===== src/rtl/pattern_serializer.sv =====
// Parallel-to-serial front end for the pattern-detector FSMs.
// Words arrive over a valid/ready handshake. Bits leave on d_o/valid_o, one
// per non-stalled cycle. A one-word holding buffer lets words stream back to back.
module pattern_serializer #(
  parameter int unsigned WIDTH     = 8,
  parameter bit          MSB_FIRST = 1'b1
) (
  input  logic             clk,
  input  logic             rst,
  input  logic [WIDTH-1:0] data_i,
  input  logic             wvalid_i,
  output logic             wready_o,
  input  logic             stall_i,
  output logic             d_o,
  output logic             valid_o,
  output logic             busy_o
);

  localparam int unsigned CW = $clog2(WIDTH);

  typedef enum logic {
    IDLE  = 1'b0,
    SHIFT = 1'b1
  } state_t;

  state_t           state;
  logic [WIDTH-1:0] sreg;
  logic [WIDTH-1:0] hold;
  logic             hold_vld;
  logic [CW-1:0]    cnt;

  logic             accept;
  logic             load_edge;
  logic             src_vld;
  logic [WIDTH-1:0] src;

  // Bit that goes out first from a word, in the configured order.
  function automatic logic first_bit(input logic [WIDTH-1:0] w);
    return MSB_FIRST ? w[WIDTH-1] : w[0];
  endfunction

  // Word with its first bit removed, so the next bit moves into first position.
  function automatic logic [WIDTH-1:0] drop_first(input logic [WIDTH-1:0] w);
    return MSB_FIRST ? (w << 1) : (w >> 1);
  endfunction

  // Handshake status and selection of the next source word.
  always_comb begin
    wready_o  = ~hold_vld;
    busy_o    = valid_o | hold_vld;
    accept    = wvalid_i & ~hold_vld;
    load_edge = ~stall_i & ((state == IDLE) | (cnt == '0));
    // The held word is always older than data_i, so it takes priority.
    src_vld   = hold_vld | accept;
    src       = hold_vld ? hold : data_i;
  end

  // Shift engine, output registers and holding buffer.
  always_ff @(posedge clk or negedge rst) begin
    if (!rst) begin
      state    <= IDLE;
      sreg     <= '0;
      hold     <= '0;
      hold_vld <= 1'b0;
      cnt      <= '0;
      d_o      <= 1'b0;
      valid_o  <= 1'b0;
    end else begin
      if (!stall_i) begin
        if (state == SHIFT && cnt != '0) begin
          d_o  <= first_bit(sreg);
          sreg <= drop_first(sreg);
          cnt  <= cnt - CW'(1);
        end else if (src_vld) begin
          d_o     <= first_bit(src);
          sreg    <= drop_first(src);
          cnt     <= CW'(WIDTH - 1);
          valid_o <= 1'b1;
          state   <= SHIFT;
        end else begin
          valid_o <= 1'b0;
          state   <= IDLE;
        end
      end
      // An accepted word goes to the buffer unless the shift engine loads it
      // directly on this edge; accept implies the buffer is empty.
      if (accept && !load_edge) begin
        hold     <= data_i;
        hold_vld <= 1'b1;
      end else if (load_edge && hold_vld) begin
        hold_vld <= 1'b0;
      end
    end
  end

endmodule


===== config.mk =====
export PLATFORM = sky130hd
export DESIGN_NAME = pattern_serializer
export DESIGN_NICKNAME = d
export VERILOG_FILES = /design/src/rtl/pattern_serializer.sv
export SDC_FILE = /design/constraint.sdc
export NUM_CORES = 1
export LEC_CHECK = 0
export BUFFER_PORTS_ARGS = -buffer_cell sky130_fd_sc_hd__clkbuf_2
export CORE_MARGIN = 4
export CORE_UTILIZATION = 59
export CTS_CLUSTER_SIZE = 24
export DETAILED_ROUTE_END_ITERATION = 10
export PLACE_DENSITY_LB_ADDON = 0.3
export SETUP_SLACK_MARGIN = 0.4
export SYNTH_ARGS = -nofsm -noshare
export SYNTH_HDL_FRONTEND = slang
export SYNTH_SLANG_ARGS = --single-unit

===== constraint.sdc =====
create_clock -name clk -period 4.9 [get_ports clk]
set_input_delay 0.49 -clock clk [delete_from_list [all_inputs] [get_ports clk]]
set_output_delay 0.49 -clock clk [all_outputs]
set_load 0.05 [all_outputs]

# --- After elaboration in Yosys (flattened, before gate mapping) ---
# Index checks and enable logic that the tools add are counted.
classes:
  add_sub_neg: 1
  muxes: 10
  bitwise_logic: 9
  reduce_logical: 10
ops:
  columns: ["operator", "n"]
  rows:
  - ["$mux W8", 3]
  - ["$mux W3", 2]
  - ["$mux W1", 5]
  - ["$not A1 Y1", 4]
  - ["$reduce_and A2 Y1", 2]
  - ["$reduce_bool A2 Y1", 2]
  - ["$logic_and A1 B1 Y1", 3]
  - ["$logic_not A3 Y1", 1]
  - ["$or A1 B1 Y1", 3]
  - ["$reduce_bool A3 Y1", 1]
  - ["$sub A3 B1 Y3 const B", 1]
  - ["$and A1 B1 Y1", 2]
  - ["$logic_not A1 Y1", 1]
totals:
  register_bits: 22
  output_inout_bits: 4
  wordCells: 36

# --- Logic depth before layout (Yosys ltp) ---
# Gate-level depths: netlist of run 1.
depth:
  ltp_word: 6
  ltp_mapped: 7
  mapped_depth_nobuf: 6

# --- Worst setup path before layout of run 1 ---
# Ideal clock, no wire load.
synth_timing:
  kind: "register to register"
  start: "register cnt[0]"
  end: "register hold[0]"
  setup_ps: 125
  arrival_ps: 1534
  t_required_ps: 4775
  path_slack_ps: 3241
  stages_incl_launch_ff: 8
  n_path_buf: 1
  path_cell_list: "dfrtp_1 inv_1 ha_1 ha_1 nor2b_4 buf_6 o211ai_4 mux2_2"
synth_between:
  elab_chain_len: 5
synth_lines:
  columns: ["element", "line_no", "rtl"]
  rows:
  - ["from (decl)", "30", "logic [CW-1:0] cnt;"]
  - ["from (signal assigned)", "73", "cnt <= cnt - CW'(1);"]
  - ["from (signal assigned)", "77", "cnt <= CW'(WIDTH - 1);"]
  - ["$logic_not A3 Y1", "52", "load_edge = ~stall_i & ((state == IDLE) | (cnt == '0));"]
  - ["$or A1 B1 Y1", "52", null]
  - ["$and A1 B1 Y1", "52", null]
  - ["$logic_not A1 Y1", "87", "if (accept && !load_edge) begin"]
  - ["$logic_and A1 B1 Y1", "87", null]
  - ["to (signal assigned)", "88", "hold <= data_i;"]
  - ["to (decl)", "28", "logic [WIDTH-1:0] hold;"]
# Every way passes these cells.
# A chain may end at the register's enable or synchronous reset.

# --- Worst setup path in the final report of run 1 ---
layout_timing:
  start: "register hold_vld"
  end: "output port busy_o"
layout_between:
  elab_chain_len: 1
layout_lines:
  columns: ["element", "line_no", "rtl"]
  rows:
  - ["from (decl)", "29", "logic hold_vld;"]
  - ["from (signal assigned)", "64", "hold_vld <= 1'b0;"]
  - ["from (signal assigned)", "89", "hold_vld <= 1'b1;"]
  - ["from (signal assigned)", "91", "hold_vld <= 1'b0;"]
  - ["$or A1 B1 Y1", "50", "busy_o = valid_o | hold_vld;"]
  - ["to (decl)", "16", "output logic busy_o"]
# Every way passes these cells.

==> metrics.md, run 1 <==
| Metric | Value |
|---|---|
| Ant diodes | 0 |
| Cell Area, Synth | 1100 sq um |
| Sequential fraction of the synthesis area | 47.9% |
| Final Hold Violating Endpoints | 0 |
| Die X-Extent | 51.1 microns |
| Max incr delay on CP | 0.60 ns |
| Routed wire length | 1870 microns |
| Post-DP HPWL | 1320 microns |
| Final core occ | 68.1% |
| Pre-CTS WS | 3.13 ns |
| GRT overflow | 0 |
| Leakage | 0.558 nW |
| Synth Net Count | 111 |
| Largest net degree at the start of global routing | 22 |
| CTS tree | yes |
| Yosys cell types | 23 |
| Buffers & Inverters on Critical Path | 1 |
| Worst-margin pin slew | 0.561 ns |
| Final ANT Viol Nets | 0 |
| Setup slack, reg-to-reg | 3.11 ns |
| CP delay by family, top | flip-flops |
| Worst-path clk slew | 0.12 ns |
| Slew Viols, Final | 0 |
| Routed length per instance | 13.9 microns |
| Largest area contributor in the netlist | dfrtp_1 |
| Clk_lat worst skew | 0.30 ns |
| Number of synthesized flops with an enable pin | 0 |
| Root Buffer | clkbuf_4 |
| Post-synth ARST share | 100% |
| Post-Syn Instances | 97 |
| Internal power | 0.419 mW |
| Reg2reg start | cnt[0] |
| Slowest cell on crit path | dfrtp_1 |
| Most common cell in the netlist | dfrtp_1 |
| Largest cells by area after synthesis | dfrtp_1 48%, mux2_2 8.2%, mux2i_1 6.4% |
| Synth cell count leaders | 21 x dfrtp_1, 9 x nand2b_1, 8 x mux2_2 |
| Final cycle utilization of the critical path | 40.9% |
| Worst R2R Path Depth | 6 |
| Seq pwr share | 46.0% |
| Kind of critical path | flop to output port |
| H-tree levels | 1 |
| Slew Limit Headroom | 62.6% |
| Final Setup Violations | 0 |
| Hold_buf cts | 0 |
| Sw Ratio | 39.3% |
| Clock power frac | 12.1% |
| Setup crit end kind | output port |
| Sw Pwr | 0.271 mW |
| Status | complete, no violations |
| Setup Fix Bufs, Post-CTS | 0 |
| TNS Setup | 0 ns |
| Fin worst setup slack | 2.89 ns |
| Port bufs | 15 |
| Synthesized flop and latch total | 21 |
| Synth top area share | 47.9% |
| Routability congestion estimate | 0.776 |
| Die span in y | 51.1 microns |
| Layout Nets | 125 |
| Worst Setup Start Kind | flop |
| Max-cap violation count | 0 |
| First-pass GRT wire length | 3340 microns |
| CP Cell Sequence | or2_2, clkbuf_2 |
| Peak supply drop | 0.339 mV |
| CTS Buffer Depth | 2 |
| Die area | 2610 sq um |
| Hold Crit Class | input pin to async pin |
| Unrepaired setup endpoints after global routing | no |
| CORE AREA | 1750 sq um |
| Data required, critical path | 4.41 ns |
| Site Rows | 15 |
| Starting DRT DRC Count | 5 |
| Fmax | 0.498 GHz |
| Syn_area_per_cell | 11.3 sq um |
| Layout cells sized above 1 | 28.2% |
| Crit Path Max Fanout | 13 |
| PostCTS Resize Cnt | 0 |
| Via density | 5.70 |
| PwrDens | 580 nW/um^2 |
| Tmin final | 2.01 ns |
| Primary FF master, synth | dfrtp_1 |
| Initial antenna violation count | 0 |
| Synthesis Warnings | 0 |
| Layout Skew | 0.00493 ns |
| Synthesis-to-layout area growth | 8.45% |
| Initial Util | 62.8% |
| GRT Total Usage | 16.9% |
| FF-to-FF End | sreg[1] |
| Pre-Repair DR Iteration Count | 4 |
| Worst Path Arrival | 1.52 ns |
| Top Ports | 16 |
| Vias | 770 |
| Clock sink total | 21 |
| Vias in the first global route | 789 |
| CTS Buf Count | 3 |
| DRC | 0 |
| Comb pwr share | 41.9% |
==> cells by family (layout without fill, tap and decap cells) <==
kind of cell,Yosys count,in the layout,synth area share [%]
and+or+nand+nor,26,26,13.7
AOI/OAI and AO/OA,23,23,16.4
DFF,21,21,47.9
muxes,15,15,14.6
buffers and inverters,10,23,5.02
adders and majority gates,2,2,2.28
==> sequential cells by signal, indices dropped and copies added (netlist names) <==
name and flops:
hold 8, sreg 7, cnt 3, d_o 1
hold_vld 1, state 1
==> power by group through the flow <==
stage	Sequential, mW	Combinational (mW)	Clock [mW]
2_1_floorplan	0.313	0.244	0
3_3_place_gp	0.317	0.284	0
3_5_place_dp	0.322	0.291	0
4_1_cts	0.317	0.293	0.0850
5_1_grt	0.330	0.323	0.0927
6_report	0.317	0.289	0.0835
==> worst max-delay path by stage <==
stage	to	startpoint	cells past startpoint
detailed placement	sreg[1]	cnt[0]	6
global placement	sreg[1]	cnt[0]	6
finish	busy_o	hold_vld	2
floorplan	hold[0]	cnt[0]	7
CTS	busy_o	hold_vld	2
global route	busy_o	hold_vld	2
==> cell type report <==
class | instances | area, sq um
clock buffer | 4 | 26.3
fill | 133 | 557
inverter | 4 | 15.0
multi-input combinational | 66 | 515
sequential | 21 | 526
tap | 25 | 31.3
timing repair buffer | 15 | 75.1
==> through the flow <==
stage / power [mW] / instance area [sq um] / hold slack (ns) / instances
6_report: 0.690 / 1190 / 0.138 / 135
5_1_grt: 0.745 / 1190 / 0.163 / 135
4_1_cts: 0.695 / 1190 / 0.154 / 135
3_5_place_dp: 0.613 / 1160 / 0.489 / 131
3_3_place_gp: 0.601 / 1160 / 0.477 / 131
2_1_floorplan: 0.557 / 1100 / 0.194 / 97
==> layer usage <==
layer / vias to the layer above / wire (microns) / global-route usage, % / part of all wire, %
li1: 377 / - / - / -
met2: 15 / 871 / 27.5 / 47
met3: 4 / 75 / 3.79 / 4.0
met5: - / 0 / 0 / 0
met1: 374 / 903 / 21.5 / 48
met4: 0 / 23 / 7.17 / 1.2
==> layout by cell type (no fill, tap or decap), drive strengths merged, types with 3 or more instances in the layout <==
cell type  instances
a211oi             7
nor2               4
dfrtp             21
clkbuf            19
o21ai              3
mux2i              7
nor3               8
inv                4
nand2b             9
mux2               8
o31ai              7
Power figures use the tool's default switching activity.
==> run 2, diff against run 1 <==
CORE_UTILIZATION = 55   (was 59)
clock period = 1.85 ns   (was 4.9 ns; I/O delays follow)
==> metrics.md, run 2 (synthesized netlist as in run 1, its figures left out) <==
| Metric | Value |
|---|---|
| Layout cells sized above 1 | 41.3% |
| Final ANT Viol Nets | 0 |
| Routability congestion estimate | 0.867 |
| Die span in y | 52.6 microns |
| Routed length per instance | 15.5 microns |
| Pre-Repair DR Iteration Count | 4 |
| GRT overflow | 0 |
| CORE AREA | 1800 sq um |
| Hold Crit Class | input pin to flop |
| Max-cap violation count | 0 |
| CTS Buf Count | 3 |
| First-pass GRT wire length | 3870 microns |
| Initial Util | 60.8% |
| PwrDens | 1590 nW/um^2 |
| Ant diodes | 0 |
| Data required, critical path | 2.05 ns |
| Initial antenna violation count | 0 |
| Final cycle utilization of the critical path | 85.5% |
| Synthesis-to-layout area growth | 25.0% |
| H-tree levels | 1 |
| Tmin final | 1.58 ns |
| Clock sink total | 21 |
| Slew Viols, Final | 0 |
| Setup crit end kind | flop |
| Unrepaired setup endpoints after global routing | yes |
| Max FFs per register | 8 |
| Starting DRT DRC Count | 16 |
| Vias in the first global route | 819 |
| Site Rows | 15 |
| Largest net degree at the start of global routing | 22 |
| Final Hold Violating Endpoints | 0 |
| Reg2reg start | cnt[0] |
| Layout Nets | 136 |
| Setup slack, reg-to-reg | 0.27 ns |
| Status | complete, no violations |
| Peak supply drop | 0.863 mV |
| Worst-margin pin slew | 0.506 ns |
| WHS Endpoint | hold[7] |
| CTS Buffer Depth | 2 |
| Die area | 2770 sq um |
| GRT Total Usage | 19.6% |
| Worst hold start | data_i[7] |
| Top Ports | 16 |
| Fmax | 0.633 GHz |
| Slew Limit Headroom | 66.3% |
| Kind of critical path | flop to flop |
| DRC | 0 |
| Worst Setup Start Kind | flop |
| Root Buffer | clkbuf_4 |
| Worst-path clk slew | 0.11 ns |
| Most flop-heavy register | hold |
| Post-route cell area | 1370 sq um |
| Layout Skew | 0.000895 ns |
| Leakage | 0.656 nW |
| Port bufs | 15 |
| Final Setup Violations | 0 |
| Commonest non-fill, non-tap cell in the layout | dfrtp_1 |
| Post-DP HPWL | 1490 microns |
| Post-place instance area | 1190 sq um |
| Filler cell count | 126 |
| FF-to-FF End | hold[6] |
| Via density | 5.68 |
| Hold depth | 2 |
| Clk_lat worst skew | 0.30 ns |
| Vias | 829 |
| Commonest non-fill, non-tap cells in the layout | 20 x dfrtp_1, 14 x clkbuf_2, 10 x buf_4 |
| Biggest regs | hold: 8 flops, sreg: 7 flops, cnt: 3 flops |
| Die X-Extent | 52.6 microns |
| Crit Path Max Fanout | 8 |
| Routed wire length | 2270 microns |
| Worst R2R Path Depth | 7 |
| Worst Path Arrival | 1.78 ns |
| CTS tree | yes |
| TNS Setup | 0 ns |
run 2: cell count changes in the layout (fill, tap and decap cells not counted), sizes merged:
cell	change
dlygate4sd3	+1
buf	+11
clkbuf	-2
clkinv	+1
run 2: layout make-up:
cell class                 instances  area, sq um  share of cell area, %
multi-input combinational         66          594                   43.4
sequential                        21          527                   38.4
timing repair buffer              26          175                   12.8
clock inverter                     1         5.00                  0.365
tap                               25         31.3                   2.28
inverter                           4         15.0                   1.10
clock buffer                       3         22.5                   1.64
run 2: metal layers:
metal	GRT usage [%]	up-vias	share of wire [%]
met1	26.9	402	46
met4	7.66	0	1.9
met5	0	-	0
met3	3.70	6	3.4
li1	-	402	-
met2	30.4	19	48
run 2: where the power goes:
part           switching [mW]  internal (mW)  leakage, nW
sequential              0.138          0.675        0.237
combinational           0.562          0.583        0.401
clock                   0.139         0.0807       0.0177
run 2: worst max path at each step:
stage / from / depth (start not counted) / end / slack, ns
after global placement: cnt[0] / 6 / hold[0] / 0.18
after detailed placement: cnt[0] / 6 / hold[0] / 0.15
after floorplan: cnt[0] / 7 / hold[0] / 0.21
final: cnt[0] / 7 / hold[6] / 0.27
after CTS: cnt[1] / 7 / hold[0] / 0.29
after global routing: cnt[0] / 7 / hold[0] / 0.24
run 2: through the flow:
stage / hold slack [ns] / setup slack [ns] / util, % / instances / power, mW
floorplan: -0.111 / 0.215 / - / 97 / 1.52
global placement: 0.180 / 0.178 / 66.0 / 132 / 1.65
detailed placement: 0.181 / 0.151 / 66.0 / 132 / 1.70
CTS: 0.114 / 0.289 / 74.2 / 143 / 2.11
global route: 0.105 / 0.237 / 76.0 / 146 / 2.33
finish: 0.118 / 0.269 / 76.0 / 146 / 2.18
run 2: repair_timing:
action,in CTS,in global routing
setup endpoints to repair,21,21
gates cloned,0,0
hold endpoints to repair,21,0
gates resized for setup,14,4
buffers inserted,6,3
hold buffers,1,0
pin swaps,2,1
run 2: worst max-delay path, cell delays in order (launching register included):
cell and delay [ns]:
dfrtp_1 0.38, inv_2 0.05, ha_4 0.15, ha_4 0.16, nor2b_4 0.16, o211ai_4 0.10
buf_12 0.17, mux2_4 0.29
